==> src/rtl/i2c_txn_arbiter_if.sv <==
// rtl/i2c_txn_arbiter_if.sv - requester and I2C-master signal bundle for i2c_txn_arbiter
interface i2c_txn_arbiter_if #(
  parameter int NUM_REQ = 4,
  parameter int DATA_WD = 8,
  parameter int ADDR_WD = 7
);
  logic [NUM_REQ-1:0]         req_valid;
  logic [NUM_REQ-1:0]         req_r_w;
  logic [NUM_REQ*ADDR_WD-1:0] req_addr;
  logic [NUM_REQ*DATA_WD-1:0] req_wdata;
  logic [NUM_REQ-1:0]         req_ready;
  logic [NUM_REQ-1:0]         resp_valid;
  logic                       resp_err;
  logic [DATA_WD-1:0]         resp_rdata;
  logic                       m_en;
  logic                       m_r_w;
  logic [ADDR_WD-1:0]         m_addr;
  logic [DATA_WD-1:0]         m_wdata;
  logic [DATA_WD-1:0]         m_rdata;
  logic                       m_done;
  logic                       busy;

  modport master (
    input  req_valid, req_r_w, req_addr, req_wdata, m_rdata, m_done,
    output req_ready, resp_valid, resp_err, resp_rdata,
           m_en, m_r_w, m_addr, m_wdata, busy
  );

  modport slave (
    output req_valid, req_r_w, req_addr, req_wdata, m_rdata, m_done,
    input  req_ready, resp_valid, resp_err, resp_rdata,
           m_en, m_r_w, m_addr, m_wdata, busy
  );
endinterface

==> src/rtl/i2c_txn_arbiter.sv <==
// rtl/i2c_txn_arbiter.sv - round-robin sharing of one I2C master among NUM_REQ clients
module i2c_txn_arbiter #(
  parameter int NUM_REQ = 4,
  parameter int DATA_WD = 8,
  parameter int ADDR_WD = 7,
  parameter int TIMEOUT = 255
) (
  input  logic               clk_i,
  input  logic               rst_i,
  i2c_txn_arbiter_if.master  bus
);

  localparam int GW = (NUM_REQ > 1) ? $clog2(NUM_REQ) : 1;
  localparam int TW = (TIMEOUT > 1) ? $clog2(TIMEOUT) : 1;

  typedef enum logic [1:0] {
    ST_IDLE,
    ST_ISSUE,
    ST_WAIT,
    ST_RESP
  } state_e;

  state_e              state_q;
  logic [GW-1:0]       grant_q;
  logic [GW-1:0]       last_grant_q;
  logic [TW-1:0]       timer_q;
  logic [NUM_REQ-1:0]  req_ready_q;
  logic [NUM_REQ-1:0]  resp_valid_q;
  logic                resp_err_q;
  logic [DATA_WD-1:0]  resp_rdata_q;
  logic                m_en_q;
  logic                m_r_w_q;
  logic [ADDR_WD-1:0]  m_addr_q;
  logic [DATA_WD-1:0]  m_wdata_q;
  logic                busy_q;

  logic [GW-1:0]       grant_d;
  logic                grant_vld_d;
  int                  g_idx;
  logic [NUM_REQ-1:0]  req_oh_d;
  logic [NUM_REQ-1:0]  resp_oh;
  logic                r_w_d;
  logic [ADDR_WD-1:0]  addr_d;
  logic [DATA_WD-1:0]  wdata_d;

  // Scan from last_grant+1 upward; walking j downward lets the nearest requester win.
  always_comb begin
    grant_d     = last_grant_q;
    grant_vld_d = 1'b0;
    g_idx       = 0;
    for (int j = NUM_REQ - 1; j >= 0; j--) begin
      g_idx = int'(last_grant_q) + 1 + j;
      if (g_idx >= NUM_REQ) g_idx = g_idx - NUM_REQ;
      if (bus.req_valid[GW'(g_idx)]) begin
        grant_vld_d = 1'b1;
        grant_d     = GW'(g_idx);
      end
    end
  end

  always_comb begin
    req_oh_d = '0;
    resp_oh  = '0;
    r_w_d    = 1'b0;
    addr_d   = '0;
    wdata_d  = '0;
    for (int i = 0; i < NUM_REQ; i++) begin
      if (GW'(i) == grant_d) begin
        req_oh_d[i] = 1'b1;
        r_w_d       = bus.req_r_w[i];
        addr_d      = bus.req_addr[i*ADDR_WD +: ADDR_WD];
        wdata_d     = bus.req_wdata[i*DATA_WD +: DATA_WD];
      end
      if (GW'(i) == grant_q) resp_oh[i] = 1'b1;
    end
  end

  // Outputs are set on entry to the state in which they are meant to be seen.
  always_ff @(posedge clk_i) begin
    if (rst_i) begin
      state_q      <= ST_IDLE;
      grant_q      <= '0;
      last_grant_q <= GW'(NUM_REQ - 1);
      timer_q      <= '0;
      req_ready_q  <= '0;
      resp_valid_q <= '0;
      resp_err_q   <= 1'b0;
      resp_rdata_q <= '0;
      m_en_q       <= 1'b0;
      m_r_w_q      <= 1'b0;
      m_addr_q     <= '0;
      m_wdata_q    <= '0;
      busy_q       <= 1'b0;
    end else begin
      req_ready_q  <= '0;
      resp_valid_q <= '0;
      m_en_q       <= 1'b0;
      case (state_q)
        ST_IDLE: begin
          if (grant_vld_d) begin
            grant_q     <= grant_d;
            m_r_w_q     <= r_w_d;
            m_addr_q    <= addr_d;
            m_wdata_q   <= wdata_d;
            req_ready_q <= req_oh_d;
            m_en_q      <= 1'b1;
            timer_q     <= '0;
            busy_q      <= 1'b1;
            state_q     <= ST_ISSUE;
          end
        end
        ST_ISSUE: begin
          timer_q <= '0;
          state_q <= ST_WAIT;
        end
        ST_WAIT: begin
          // A done arriving on the last allowed cycle still counts as success.
          if (bus.m_done) begin
            resp_rdata_q <= m_r_w_q ? bus.m_rdata : '0;
            resp_err_q   <= 1'b0;
            resp_valid_q <= resp_oh;
            state_q      <= ST_RESP;
          end else if (timer_q == TW'(TIMEOUT - 1)) begin
            resp_rdata_q <= '0;
            resp_err_q   <= 1'b1;
            resp_valid_q <= resp_oh;
            state_q      <= ST_RESP;
          end else begin
            timer_q <= timer_q + TW'(1);
          end
        end
        ST_RESP: begin
          last_grant_q <= grant_q;
          busy_q       <= 1'b0;
          state_q      <= ST_IDLE;
        end
        default: begin
          busy_q  <= 1'b0;
          state_q <= ST_IDLE;
        end
      endcase
    end
  end

  assign bus.req_ready  = req_ready_q;
  assign bus.resp_valid = resp_valid_q;
  assign bus.resp_err   = resp_err_q;
  assign bus.resp_rdata = resp_rdata_q;
  assign bus.m_en       = m_en_q;
  assign bus.m_r_w      = m_r_w_q;
  assign bus.m_addr     = m_addr_q;
  assign bus.m_wdata    = m_wdata_q;
  assign bus.busy       = busy_q;

endmodule

==> src/flat_wrapper.sv <==
// flat-port wrapper written by rule: the top's interface ports become plain ports
module i2c_txn_arbiter_flat 
#(
  parameter int NUM_REQ = 4,
  parameter int DATA_WD = 8,
  parameter int ADDR_WD = 7,
  parameter int TIMEOUT = 255
)
  (clk_i, rst_i, bus_req_valid, bus_req_r_w, bus_req_addr, bus_req_wdata, bus_m_rdata, bus_m_done, bus_req_ready, bus_resp_valid, bus_resp_err, bus_resp_rdata, bus_m_en, bus_m_r_w, bus_m_addr, bus_m_wdata, bus_busy);
  i2c_txn_arbiter_if #(.NUM_REQ(NUM_REQ), .DATA_WD(DATA_WD), .ADDR_WD(ADDR_WD)) bus_i ();
  input  logic clk_i;
  input  logic rst_i;
  input wire logic [$bits(bus_i.req_valid)-1:0] bus_req_valid;
  input wire logic [$bits(bus_i.req_r_w)-1:0] bus_req_r_w;
  input wire logic [$bits(bus_i.req_addr)-1:0] bus_req_addr;
  input wire logic [$bits(bus_i.req_wdata)-1:0] bus_req_wdata;
  input wire logic [$bits(bus_i.m_rdata)-1:0] bus_m_rdata;
  input wire logic [$bits(bus_i.m_done)-1:0] bus_m_done;
  output wire logic [$bits(bus_i.req_ready)-1:0] bus_req_ready;
  output wire logic [$bits(bus_i.resp_valid)-1:0] bus_resp_valid;
  output wire logic [$bits(bus_i.resp_err)-1:0] bus_resp_err;
  output wire logic [$bits(bus_i.resp_rdata)-1:0] bus_resp_rdata;
  output wire logic [$bits(bus_i.m_en)-1:0] bus_m_en;
  output wire logic [$bits(bus_i.m_r_w)-1:0] bus_m_r_w;
  output wire logic [$bits(bus_i.m_addr)-1:0] bus_m_addr;
  output wire logic [$bits(bus_i.m_wdata)-1:0] bus_m_wdata;
  output wire logic [$bits(bus_i.busy)-1:0] bus_busy;
  assign bus_i.req_valid = bus_req_valid;
  assign bus_i.req_r_w = bus_req_r_w;
  assign bus_i.req_addr = bus_req_addr;
  assign bus_i.req_wdata = bus_req_wdata;
  assign bus_i.m_rdata = bus_m_rdata;
  assign bus_i.m_done = bus_m_done;
  assign bus_req_ready = bus_i.req_ready;
  assign bus_resp_valid = bus_i.resp_valid;
  assign bus_resp_err = bus_i.resp_err;
  assign bus_resp_rdata = bus_i.resp_rdata;
  assign bus_m_en = bus_i.m_en;
  assign bus_m_r_w = bus_i.m_r_w;
  assign bus_m_addr = bus_i.m_addr;
  assign bus_m_wdata = bus_i.m_wdata;
  assign bus_busy = bus_i.busy;
  i2c_txn_arbiter #(.NUM_REQ(NUM_REQ), .DATA_WD(DATA_WD), .ADDR_WD(ADDR_WD), .TIMEOUT(TIMEOUT)) u_core (.clk_i(clk_i), .rst_i(rst_i), .bus(bus_i));
endmodule
==> config.mk <==
export PLATFORM = sky130hd
export DESIGN_NAME = i2c_txn_arbiter_flat
export DESIGN_NICKNAME = d
export VERILOG_FILES = /design/src/rtl/i2c_txn_arbiter_if.sv /design/src/rtl/i2c_txn_arbiter.sv /design/src/flat_wrapper.sv
export SDC_FILE = /design/constraint.sdc
export NUM_CORES = 1
export LEC_CHECK = 0
export ABC_AREA = 1
export BUFFER_PORTS_ARGS = -buffer_cell sky130_fd_sc_hd__buf_4
export CORE_ASPECT_RATIO = 0.5
export CORE_UTILIZATION = 40
export DETAILED_ROUTE_END_ITERATION = 10
export GPL_ROUTABILITY_DRIVEN = 0
export PLACE_DENSITY = 0.68
export SYNTH_ARGS = -nofsm -noshare
export SYNTH_HDL_FRONTEND = slang
export SYNTH_SLANG_ARGS = --single-unit
==> constraint.sdc <==
create_clock -name clk_i -period 1.8 [get_ports clk_i]
set_input_delay 0.27 -clock clk_i [delete_from_list [all_inputs] [get_ports clk_i]]
set_output_delay 0.27 -clock clk_i [all_outputs]
set_load 0.05 [all_outputs]
# Yosys cells after proc, flatten, opt, wreduce, memory -nomap -nowiden
# Index checks and enable logic that the tools add are counted.
[totals]
register_bits = 49
input_bits = 79
out_inout_bits = 35
wordCells = 123
[classes]
addsub = 9
order_cmp = 8
n_eq_ne = 14
muxes = 62
n_bitwise = 3
n_reduce_logical = 14
[op_table]
columns = ["op", "n"]
rows = [
  ["8-bit two-way mux", 10],
  ["32-bit by 4-bit greater-or-equal comparator with 1-bit output (second input constant)", 2],
  ["1-bit two-way mux", 28],
  ["7-bit two-way mux", 4],
  ["8-bit case mux with 3 select lines", 1],
  ["2-bit two-way mux", 11],
  ["2-bit by 4-bit < comparator with 1-bit output (second input constant)", 4],
  ["3-bit by 2-bit adder with 4-bit output (second input constant)", 2],
  ["8-bit by 1-bit adder with 8-bit output (second input constant)", 1],
  ["1-bit binary-select mux with 2-bit select", 4],
  ["2-bit equality test (first input constant)", 4],
  ["8-bit equality test (second input constant)", 1],
  ["4-bit two-way mux", 2],
  ["2-bit case mux with 4 select lines", 1],
  ["2-bit AND reduction", 4],
  ["2-bit by 1-bit subtractor with 2-bit output (second input constant)", 4],
  ["2-bit zero test", 3],
  ["3-bit by 1-bit adder with 4-bit output (second input constant)", 1],
  ["1-bit by 2-bit equality test with 1-bit output (first input constant)", 2],
  ["2-bit equality test (second input constant)", 2],
  ["4-bit by 3-bit greater-or-equal comparator with 1-bit output (second input constant)", 1],
  ["2-bit != test (second input constant)", 2],
  ["4-bit AND reduction", 1],
  ["2-bit nonzero test", 2],
  ["10 further kinds", 13],
]

# Logic depth before layout (Yosys ltp)
[logic_depth]
word_depth = 16
ltp_mapped = 16
depth_no_buf = 14

# Least setup slack after synthesis
# Ideal clock, no wire load.
[synth_timing]
path_type = "flip-flop to flip-flop"
startpoint = "register u_core.last_grant_q[0]"
endpoint = "register u_core.m_addr_q[1] (netlist: u_core.bus.m_addr[1])"
setup_ns = 0.132
arrival_ns = 1.514
required_time_ns = 1.668
path_slack_ns = 0.153
path_stages_with_launch = 13
path_buffers = 2
synth_period_minus_slack_ns = 1.647
path_cell_list = "dfxtp_1 > buf_6 > o21ai_1 > nand2_1 > nand2_2 > nand2_4 > nand3_4 > nand2_8 > buf_4 > o21bai_1 > nand3_1 > nand2_1 > a21oi_1"
[synth_between]
elab_chain_cells = 16
elab_cells_between_ends = 45
classes_between = "8 x add/sub; 4 x order compare; 3 x eq/ne; 28 x mux; 2 x reduce/logical"
[synth_lines]
columns = ["element", "line_no", "rtl"]
rows = [
  ["start: declaration", "i2c_txn_arbiter.sv:25", "logic [GW-1:0] last_grant_q;"],
  ["start signal: assignment", "i2c_txn_arbiter.sv:83", "last_grant_q <= GW'(NUM_REQ - 1);"],
  ["start signal: assignment", "i2c_txn_arbiter.sv:133", "last_grant_q <= grant_q;"],
  ["parallel branches: the longest is 16 deep, another holds 32-bit by 4-bit greater-or-equal comparator with 1-bit output", "--", ""],
  ["end signal: assignment", "i2c_txn_arbiter.sv:103", "m_addr_q <= addr_d;"],
  ["end: declaration", "i2c_txn_arbiter.sv:33", "logic [ADDR_WD-1:0] m_addr_q;"],
]
# Several ways; the timed one is not identified. The select of a mux whose other input is x is not followed.
# A chain may end at the register's enable or synchronous reset.

# Worst setup path in the final report
[layout_timing]
startpoint = "register u_core.last_grant_q[0]"
endpoint = "register u_core.busy_q (netlist: u_core.bus.busy)"
[layout_between]
elab_chain_cells = 13
elab_cells_between_ends = 34
classes_between = "8 x add/sub; 4 x order compare; 1 x eq/ne; 20 x mux; 1 x reduce/logical"
[layout_lines]
columns = ["element", "line_no", "rtl"]
rows = [
  ["2-bit by 1-bit adder with 3-bit output (*)", "i2c_txn_arbiter.sv:52", "g_idx = int'(last_grant_q) + 1 + j;"],
  ["parallel branches: the longest is 9 deep, another holds 32-bit by 4-bit greater-or-equal comparator with 1-bit output", "--", ""],
  ["1-bit two-way mux (*)", "i2c_txn_arbiter.sv:54", "if (bus.req_valid[GW'(g_idx)]) begin"],
  ["2-bit by 1-bit != test with 1-bit output (no line) (*)", "--", ""],
  ["2-bit AND reduction (no line) (*)", "--", ""],
  ["end signal: assignment", "i2c_txn_arbiter.sv:93", "busy_q <= 1'b0;"],
  ["end signal: assignment", "i2c_txn_arbiter.sv:108", "busy_q <= 1'b1;"],
  ["end signal: assignment", "i2c_txn_arbiter.sv:134", "busy_q <= 1'b0;"],
  ["end: declaration", "i2c_txn_arbiter.sv:35", "logic busy_q;"],
]
# Every way passes the cells marked *. The select of a mux whose other input is x is not followed.

==> impl_metrics.env <==
export IMPL_outcome="finished with violations"
export IMPL_violations="negative setup slack"
export IMPL_coreArea_um2=6880
export IMPL_wl_met1_um=3870
export IMPL_critPathKind="reg -> reg"
export IMPL_multi_input_area_um2=1720
export IMPL_antenna_found_initial=0
export IMPL_vias=3142
export IMPL_initial_core_util_pct=42.6
export IMPL_route_top_layer_used="met4"
export IMPL_leakagePower_nw=2.10
export IMPL_hold_slack_ps=237
export IMPL_setup_ws_ps=-13.7
export IMPL_skew_ps=5.93
export IMPL_dieWidth_um=123
export IMPL_ys_seq_area_share_pct=33.5
export IMPL_synth_nets=496
export IMPL_rsz0062_at_grt="yes"
export IMPL_antenna_cells=0
export IMPL_grt_overflow=0
export IMPL_setup_viol=1
export IMPL_wl_per_cell_um=12.9
export IMPL_slew_headroom_pct=78.9
export IMPL_ant_nets=0
export IMPL_htree_num_levels=2
export IMPL_ys_top_cells_by_area="dfxtp_1, nand2_1, nand3_1, a21oi_1, nand4_1"
export IMPL_insertion_delay_ps=290
export IMPL_layout_drive_gt1_share_pct=39.3
export IMPL_period_needed_ps=1810
export IMPL_power_ir_vdd_worst_uv=933
export IMPL_critPathLaunchType="register"
export IMPL_finalSetupTns_ps=-13.7
export IMPL_wl_met3_um=461
export IMPL_areaGrowthSynthToFinish_pct=50.4
export IMPL_port_buffers=113
export IMPL_timing_fmax_ghz=0.551
export IMPL_worst_r2r_setup_slack_ps=-10
export IMPL_crit_chain="buf_12, inv_8, nand2_1, nand2_2, nand2_2, nand2_4, nor4_4, nor2_2, buf_12, buf_8, o21ai_0, a21oi_1"
export IMPL_maxCapViolCount=0
export IMPL_finalHoldViolations=0
export IMPL_cp_end_kind="register"
export IMPL_slowest_delay_ps=370
export IMPL_drt_iter0_drc=133
export IMPL_fin_crit_sh_pct=101
export IMPL_required_ps=1980
export IMPL_routed_via_density=4.94
export IMPL_synthCells=411
export IMPL_die_area_um2=7690
export IMPL_clkSinkCount=49
export IMPL_syn_cell_area_um2=2930
export IMPL_post_route_drc_count=0
export IMPL_avgSynthCellArea_um2=7.13
export IMPL_grt_start_max_net_pins=26
export IMPL_grt_pass1_vias=2727
export IMPL_first_pass_iters=4
export IMPL_critPathMaxFanout=10
export IMPL_rows=21
export IMPL_synth_top_area_share_pct=33.5
export IMPL_grt_usage_pct=20.9
export IMPL_worst_slew_pin_slew_ps=315
export IMPL_register_area_um2=986
export IMPL_clk_path_buf_depth=2
export IMPL_cts_tree="yes"
export IMPL_power_per_cell_area_nw_per_um2=1690
export IMPL_ios=114
export IMPL_min_path_type="in -> reg"
export IMPL_clkTransAtPathRegs_ps=70
export IMPL_grt_pass1_wl_um=12700
export IMPL_met2WireLength_um=3800
export IMPL_synth_warning_count=0
export IMPL_cp_slowest_cell="dfxtp_4"
export IMPL_netlist_top_cell_by_area="dfxtp_1"
export IMPL_place_ws_ps=6.12
export IMPL_hpwl_um=5970
export IMPL_wirelength_um=8210
export IMPL_nFillCells=626
export IMPL_synth_seq_cells=49
export IMPL_cp_data_arrival_time_ps=2000
export IMPL_cts_buffers=5
export IMPL_nets=628
export IMPL_synthDistinctLibCells=37
export IMPL_ctsRootBufferMaster="clkbuf_16"
export IMPL_fp_dieH_um=62.5
export IMPL_drv_slew=0
==> flip-flops by register name (all words and copies together) (netlist names) <==
register,count
u_core.bus.busy,1
u_core.bus.m_addr,7
u_core.bus.m_en,1
u_core.bus.m_r_w,1
u_core.bus.m_wdata,8
u_core.bus.req_ready,4
u_core.bus.resp_err,1
u_core.bus.resp_rdata,8
u_core.bus.resp_valid,4
u_core.grant_q,2
u_core.last_grant_q,2
u_core.state_q,2
u_core.timer_q,8
==> cell type report <==
| type | count | area share (%) |
|---|---|---|
| Clock buffer | 6 | 2.92 |
| Clock inverter | 2 | 0.880 |
| Inverter | 38 | 3.69 |
| Multi-Input combinational cell | 299 | 39.1 |
| Sequential cell | 49 | 22.4 |
| Tap cell | 92 | 2.61 |
| Timing Repair Buffer | 150 | 28.4 |
==> cells by family (layout without fill, tap and decap cells) <==
group | count (synthesis) | in the layout | synth area share [%]
xor+xnor | 6 | 6 | 1.79
buf+inv | 63 | 196 | 10.5
flops | 49 | 49 | 33.5
compound gates | 66 | 66 | 12.8
simple gates | 221 | 221 | 38.9
fa+ha+maj | 6 | 6 | 2.56
==> timing repair <==
| item | 4_1_cts | 5_1_grt |
|---|---|---|
| setup endpoints to repair | 1 | 27 |
| cloned | 0 | 2 |
| gates resized for setup | 1 | 40 |
| buffers inserted | 0 | 2 |
| pin swaps | 1 | 5 |
| hold buffers | 0 | 0 |
==> Yosys cell counts (all sizes together) <==
master	instances
and3	1
nor4	1
xor2	4
inv	37
o21ai	13
buf	19
o211ai	1
nand4	24
xnor2	2
clkbuf	6
o21bai	15
nand3	40
nand2	110
or2	3
nand3b	15
a21oi	37
and2	2
clkinv	1
nor2	20
nor3	5
dfxtp	49
ha	6
==> worst paths after layout <==
check | from | endpoint | cells past startpoint
worst max register to register | u_core.last_grant_q[0] | u_core.bus.busy | 12
worst min-delay path | bus_m_rdata[7] | u_core.bus.resp_rdata[7] | 3
worst min register to register | u_core.bus.resp_rdata[5] | u_core.bus.resp_rdata[5] | 2
worst max-delay path | u_core.last_grant_q[0] | u_core.bus.busy | 12
==> report_power, final <==
| group | switching (mW) | internal, mW | total [mW] | leakage (nW) |
|---|---|---|---|---|
| combinational | 2.86 | 1.95 | 4.82 | 1.62 |
| clock | 0.431 | 0.660 | 1.09 | 0.0810 |
| sequential | 0.185 | 1.38 | 1.56 | 0.400 |
==> stage by stage <==
stage / instances / power [mW] / area [um2] / utilization, %
CTS: 632 / 7.10 / 4220 / 61.2
global route: 636 / 7.98 / 4410 / 64.0
finish: 636 / 7.47 / 4410 / 64.0
detailed placement: 624 / 5.99 / 4040 / 58.7
floorplan: 411 / 4.62 / 2930 / -
global placement: 624 / 5.96 / 4040 / 58.7
==> metal layers <==
metal / GRT usage (%) / up-vias
met2: 32.4 / 74
met4: 5.87 / 0
li1: - / 1630
met1: 28.2 / 1429
met3: 5.66 / 9
met5: 0 / -
==> critical path, delay by kind of cell (launching register included) <==
family                 cells  cell delay, ps
AOI/OAI and AO/OA          2             230
and+or+nand+nor            6             670
DFF                        1             370
buffers and inverters      4             450
==> cell usage in the layout, fill, tap and decap left out, types with 2 or more instances in the layout <==
cell type	n
nor3_1	2
nand3b_1	15
nand3_1	37
inv_8	2
dfxtp_1	47
inv_1	21
buf_4	136
nand3_4	2
nand4_1	24
clkbuf_16	7
o21bai_1	14
nand2_4	4
inv_2	13
clkinv_4	2
nand2_1	89
or2_2	2
nor3_2	3
nor2_1	19
ha_1	6
buf_6	6
xor2_1	4
o21ai_1	3
o21ai_0	6
a21oi_2	2
xnor2_1	2
a21oi_1	35
nand2_2	14
o21ai_2	4
buf_12	5
nand2_8	3
(Power assumes the default switching activity.)
